`src/rtl/if_id_stage.sv`:
```
// Fetch PC register plus IF/ID pipeline register for the RV32I 5-stage pipeline.
// Latency: 1 cycle from PCF to InstrD; ImemAddr is a combinational copy of PCF.
// Backpressure: StallF holds PCF, StallD holds IF/ID; redirect beats StallF, flush beats StallD.
// Optional: FETCH_MISALIGN_CHECK_EN adds MisalignD and turns misaligned fetches into bubbles.
module if_id_stage #(
    parameter logic [31:0] RESET_PC  = 32'h0000_0000,
    parameter logic [31:0] NOP_INSTR = 32'h0000_0013
) (
    input  logic        clk,
    input  logic        rst_n,
    input  logic        StallF,
    input  logic        StallD,
    input  logic        FlushD,
    input  logic        PCSrcE,
    input  logic [31:0] PCTargetE,
    output logic [31:0] ImemAddr,
    input  logic [31:0] ImemRdata,
    output logic [31:0] PCF,
    output logic [31:0] InstrD,
    output logic [31:0] PCD,
    output logic [31:0] PCPlus4D,
    output logic        ValidD,
`ifdef FETCH_MISALIGN_CHECK_EN
    output logic        MisalignD,
`endif
    output logic [31:0] FetchCount
);

    typedef struct packed {
        logic [31:0] instr;
        logic [31:0] pc;
        logic [31:0] pcplus4;
        logic        valid;
        logic        misalign;
    } ifid_t;

    localparam ifid_t BUBBLE = '{instr: NOP_INSTR, pc: 32'd0, pcplus4: 32'd0,
                                 valid: 1'b0, misalign: 1'b0};

    logic [31:0] pcplus4_f;
    logic [31:0] pc_next;
    logic        misalign_f;
    logic        load_d;
    ifid_t       ifid_q;
    ifid_t       ifid_next;

    assign pcplus4_f = PCF + 32'd4;
    assign ImemAddr  = PCF;
    assign load_d    = !FlushD && !StallD;

`ifdef FETCH_MISALIGN_CHECK_EN
    assign misalign_f = (PCF[1:0] != 2'b00);
    assign MisalignD  = ifid_q.misalign;
`else
    assign misalign_f = 1'b0;
`endif

    always_comb begin
        pc_next = pcplus4_f;
        if (PCSrcE)
            pc_next = PCTargetE;
        else if (StallF)
            pc_next = PCF;
    end

    always_comb begin
        ifid_next = ifid_q;
        if (FlushD) begin
            ifid_next = BUBBLE;
        end else if (!StallD) begin
            ifid_next.pc      = PCF;
            ifid_next.pcplus4 = pcplus4_f;
            if (misalign_f) begin
                // Keep the faulting PC visible so decode can report it.
                ifid_next.instr    = NOP_INSTR;
                ifid_next.valid    = 1'b0;
                ifid_next.misalign = 1'b1;
            end else begin
                ifid_next.instr    = ImemRdata;
                ifid_next.valid    = 1'b1;
                ifid_next.misalign = 1'b0;
            end
        end
    end

    always_ff @(posedge clk or negedge rst_n) begin
        if (!rst_n) begin
            PCF        <= RESET_PC;
            ifid_q     <= BUBBLE;
            FetchCount <= 32'd0;
        end else begin
            PCF    <= pc_next;
            ifid_q <= ifid_next;
            if (load_d && !misalign_f)
                FetchCount <= FetchCount + 32'd1;
        end
    end

    assign InstrD   = ifid_q.instr;
    assign PCD      = ifid_q.pc;
    assign PCPlus4D = ifid_q.pcplus4;
    assign ValidD   = ifid_q.valid;

endmodule
```
`config.mk`:
```
export PLATFORM = sky130hd
export DESIGN_NAME = if_id_stage
export DESIGN_NICKNAME = d
export VERILOG_FILES = /design/src/rtl/if_id_stage.sv
export SDC_FILE = /design/constraint.sdc
export NUM_CORES = 1
export LEC_CHECK = 0
export ABC_CLOCK_PERIOD_IN_PS = 2400
export BUFFER_PORTS_ARGS = -buffer_cell sky130_fd_sc_hd__buf_4
export CORE_MARGIN = 3
export CORE_UTILIZATION = 35
export CTS_CLUSTER_SIZE = 10
export DETAILED_ROUTE_END_ITERATION = 10
export PLACE_DENSITY = 0.59
export REMOVE_ABC_BUFFERS = 1
export SLEW_MARGIN = 30
export SYNTH_ARGS = -nofsm -noshare
export SYNTH_HDL_FRONTEND = slang
export SYNTH_SLANG_ARGS = --single-unit
```
`constraint.sdc`:
```
create_clock -name clk -period 2.4 [get_ports clk]
set_clock_uncertainty 0.1 [all_clocks]
set_input_delay 0 -clock clk [delete_from_list [all_inputs] [get_ports clk]]
set_output_delay 0 -clock clk [all_outputs]
set_load 0.005 [all_outputs]
```
# Yosys cells after proc, flatten, opt, wreduce, memory -nomap -nowiden
# Cells that the tools add are included.
classes:
  mux: 4
  eq_ne: 2
  addsub: 2
  n_reduce_logical: 3
op_table:
  columns: ["cell", "count"]
  rows:
  - ["$mux 98", 2]
  - ["$mux 32", 2]
  - ["$add 32x1->32 const B", 1]
  - ["$add 32x3->32 const B", 1]
  - ["$ne 2x1->1 const B", 2]
  - ["$logic_not 1->1", 2]
  - ["$logic_and 1x1->1", 1]
totals:
  in_bits: 70
  elab_cells: 17
  register_bits: 161
  output_inout_bits: 193

# Logic depth before layout (Yosys ltp)
logic_depth:
  ltp_word: 3
  depth_mapped: 7
  mapped_depth_nobuf: 5

# Least setup slack after synthesis
# Ideal clock, no wire load.
synth_path:
  path_type: "flip-flop to flip-flop"
  start: "reg PCF[2], in the netlist ImemAddr[2]"
  end: "reg ifid_q, in the netlist PCPlus4D[26]"
  synth_period_minus_slack_ns: 2.404
  stages_incl_launch_ff: 7
  setup_slack_ns: -0.004
  arrival_ns: 2.204
  path_cell_list: "dfrtp_1 > ha_1 > nand3_4 > or4_1 > buf_2 > or4_1 > a311oi_1"
synth_between:
  elab_chain_cells: 3
synth_rtl:
  columns: ["item", "line_no", "source"]
  rows:
  - ["start: declaration", "18", "output logic [31:0] PCF,"]
  - ["start signal: assignment", "92", "PCF <= pc_next;"]
  - ["$add 32x3->32", "47", "assign pcplus4_f = PCF + 32'd4;"]
  - ["$mux 98", "70", "end else if (!StallD) begin"]
  - ["$mux 98", "68", "if (FlushD) begin"]
  - ["end signal: assignment", "93", "ifid_q <= ifid_next;"]
  - ["end: declaration", "44", "ifid_t ifid_q;"]
# No other way between the ends. The select of a mux whose other input is x is not followed.
# A chain may end at the register's enable or synchronous reset.

# Worst setup path in the final report
layout_path:
  start: "reg PCF[3], in the netlist ImemAddr[3]"
  end: "reg ifid_q, in the netlist PCPlus4D[22]"
# The elaborated chain is that of the path after synthesis.

==> run_results.csv <==
group,metric,value,unit
timing,worstMarginPinSlew,748,ps
yosys,ys_types,51,
cells_and_area,syn_to_final_growth,47.7,%
cells_and_area,final_area,11700,sq um
floorplanning,die_x,156,microns
timing,period_share,0.960,
drt,routedWlPerCell,17.2,microns
yosys,async_reset_ff_frac,1.00,
global_route,use_met3,0.0369,
power,p_leak,5.41,nW
power,p_per_area,610,nW/um^2
clock_tree,htree_num_levels,4,
yosys,synth_edf_count,0,
place,dp_cells,1286,
drt,drc,0,
floorplanning,core-area,22000,sq um
timing,maxSlewViolCount,0,
yosys,postSynthCellCount,785,
setup_path,crit_path_max_fanout,18,
global_route,grt_max_degree,56,
cells_and_area,fin_cells,1412,
global_route,grt_pass1_wl,39000,microns
clock_tree,clock_latency,430,ps
yosys,avgSynthCellArea,10.0,sq um
floorplanning,die_h,156,microns
setup_path,regToRegSetupSlack,90,ps
global_route,grt-ovfl-total,0,
global_route,met1_usage,0.272,
yosys,synthTopCellsByArea,"dfrtp_1 (49%), mux2i_1 (7.6%), nor2_1 (5.2%)",
run_status,status,"completed",
drt,dr.pass1.iters,5,
timing,post-route-min-period,2310,ps
setup_path,critPathArrivalTime,2540,ps
timing,finalSetupTns,0,ps
setup_path,r2r-start,"ImemAddr[3]$_DFFE_PN0N_",
hold_path,hold_end,"ImemAddr[16]$_DFFE_PN0N_",
clock_tree,cts-root-buf,"clkbuf_16",
setup_path,worstReg2RegEnd,"PCPlus4D[22]$_DFFE_PN0P_",
yosys,ys_seq_area_frac,0.505,
floorplanning,rows,54,
global_route,grt_use_met2,0.332,
setup_path,critical_path_class,"flip-flop to flip-flop",
global_route,top_usage_layer,"met2",
cells_and_area,fillers,1986,
global_route,track_usage,0.200,
clock_tree,numCtsBuffers,17,
cells_and_area,antenna_cells,0,
yosys,synth_area,7890,sq um
timing,rsz0062_at_grt,"no",
cells_and_area,drive_gt1_frac,0.321,
drt,wl,24400,microns
hold_path,whs_path_depth,3,
power,vdd_drop_max,333,uV
clock_tree,cts.sinks,159,
floorplanning,num_io_pins,263,
setup_path,endpoint_kind,"flip-flop",
hold_path,worstHoldPathType,"primary input to flip-flop",
drt,via_per_inst,5.04,
yosys,synth-main-ff-cell,"dfrtp_1",
cells_and_area,final_util,0.531,
clock_tree,tritoncts,"yes",
clock_tree,cts_buffer_depth,2,
timing,fmax,0.434,GHz
timing,relSlewSlack,0.502,
drt,drt-initial-drc-count,290,
yosys,synthDominantCellAreaShare,0.495,
setup_path,critPathRequiredTime,2630,ps
timing,final-setup-viol-count,0,
yosys,yosysTopAreaCell,"dfrtp_1",
setup_path,start_kind,"flip-flop",
yosys,synth_seq_cells,159,
clock_tree,clkTransAtPathRegs,70,ps
timing,final-hold-violation-count,0,
place,dpl_cell_area,10100,sq um
floorplanning,dieArea,24400,sq um
place,hpwlAfterDp,17000,microns
cells_and_area,layout_commonest_cell,"buf_4",
setup_path,startpoint,"ImemAddr[3]$_DFFE_PN0N_",
cells_and_area,final_cell_mix,"buf_4 (309), dfrtp_1 (155), nor2_1 (110)",
setup_path,r2r_cells,6,
cells_and_area,fin_nets,1192,
yosys,yosys_warnings,0,
drt,drtAntennaViolNets,0,
drt,vias,7118,
place,gp_congestion,0.834,
power,p_total,7.11,mW
hold_path,hp-start,"StallF",
run,cap_viol_max_count,0,
global_route,grt_pass1_vias,7190,
floorplanning,start_util,0.359,
place,io_buffer_count,262,
global_route,antenna_found_initial,0,
==> report_power, final <==
part | leakage [nW] | internal (mW) | switching, mW
Clock | 0.263 | 1.45 | 1.10
Combinational | 3.10 | 0.806 | 0.653
Sequential | 2.04 | 2.89 | 0.210
Total | 5.41 | 5.14 | 1.96
==> critical path: stages (launching register included) <==
cell and delay, ps:
dfrtp_1 360, ha_2 210, nand3_4 80, or4_1 550
buf_6 180, or4_1 490, a311oi_2 240
==> metrics by stage <==
| step | hold slack (ps) | setup WS (ps) |
|---|---|---|
| detailed placement | -132 | 40.6 |
| CTS | 8.54 | 52.9 |
| global route | 39.8 | 7.68 |
| floorplan | -396 | -159 |
| finish | 29.6 | 94.9 |
| global placement | -127 | 117 |
==> kinds of logic (layout without fill, tap and decap cells) <==
logic type               Yosys count  in the layout  synth area share
XOR/XNOR                          54             54            0.0600
adder cells (fa/ha/maj)            2              2           0.00317
multiplexers                      63             63            0.0804
flip-flops                       159            159             0.505
AND/OR/NAND/NOR                  307            307             0.201
AO/OA/AOI/OAI                     99             99            0.0842
buffers and inverters            101            448            0.0666
==> state kept, by name, indices dropped and copies added, names as in the netlist <==
signal / flops
InstrD: 32
ImemAddr: 32
FetchCount: 32
PCD: 32
ValidD: 1
PCPlus4D: 30
==> how the worst max path moves through the flow <==
stage,end,slack (ps),cells past startpoint
floorplan,FetchCount[27]$_DFFE_PN0P_,-160,4
global placement,PCPlus4D[26]$_DFFE_PN0P_,120,6
detailed placement,ImemAddr[27]$_DFFE_PN0N_,40,5
CTS,PCPlus4D[26]$_DFFE_PN0P_,50,6
global route,PCPlus4D[22]$_DFFE_PN0P_,8,6
finish,PCPlus4D[22]$_DFFE_PN0P_,90,6
==> synthesized netlist by cell type (4+ instances only) <==
cell type  number
clkbuf_1       41
buf_1           4
xor2_1         11
nor2_1        110
nor4_1         12
a21oi_1        10
dfrtp_1       156
and3_1          6
or3_1          18
o21ai_0        27
a311oi_1       15
nor2b_1         6
buf_2           9
and4_1          5
a31oi_1        13
inv_1           8
o31ai_1        14
buf_4          35
nor3_1         13
a211o_1         4
or4_1          23
a211oi_1        7
nand3_1        18
nand4_1        20
nand2_1        51
mux2i_1        60
xnor2_1        43
==> routing by layer <==
metal,wire (microns),vias up
met4,234,0
met2,11700,205
li1,-,3433
met1,11100,3463
met5,0,-
met3,1260,17
==> layout make-up <==
| type | instances | area (sq um) | area share |
|---|---|---|---|
| flip-flops and latches | 159 | 3980 | 0.342 |
| multi-input cells | 525 | 3410 | 0.293 |
| repair buffers | 408 | 3330 | 0.286 |
| clock buffers | 21 | 450 | 0.0387 |
| well taps | 280 | 350 | 0.0301 |
| clock inverters | 10 | 91.3 | 0.00784 |
| inverters | 9 | 33.8 | 0.00290 |
==> repair_timing <==
action / 4_1_cts / 5_1_grt
hold endpoints to repair: 226 / 0
buffers inserted: 0 / 0
endpoints found under the setup margin: 1 / 6
pin swaps: 0 / 0
resized for setup: 1 / 6
hold buffers: 95 / 0
No activity file was read; power rests on OpenSTA's default activity.
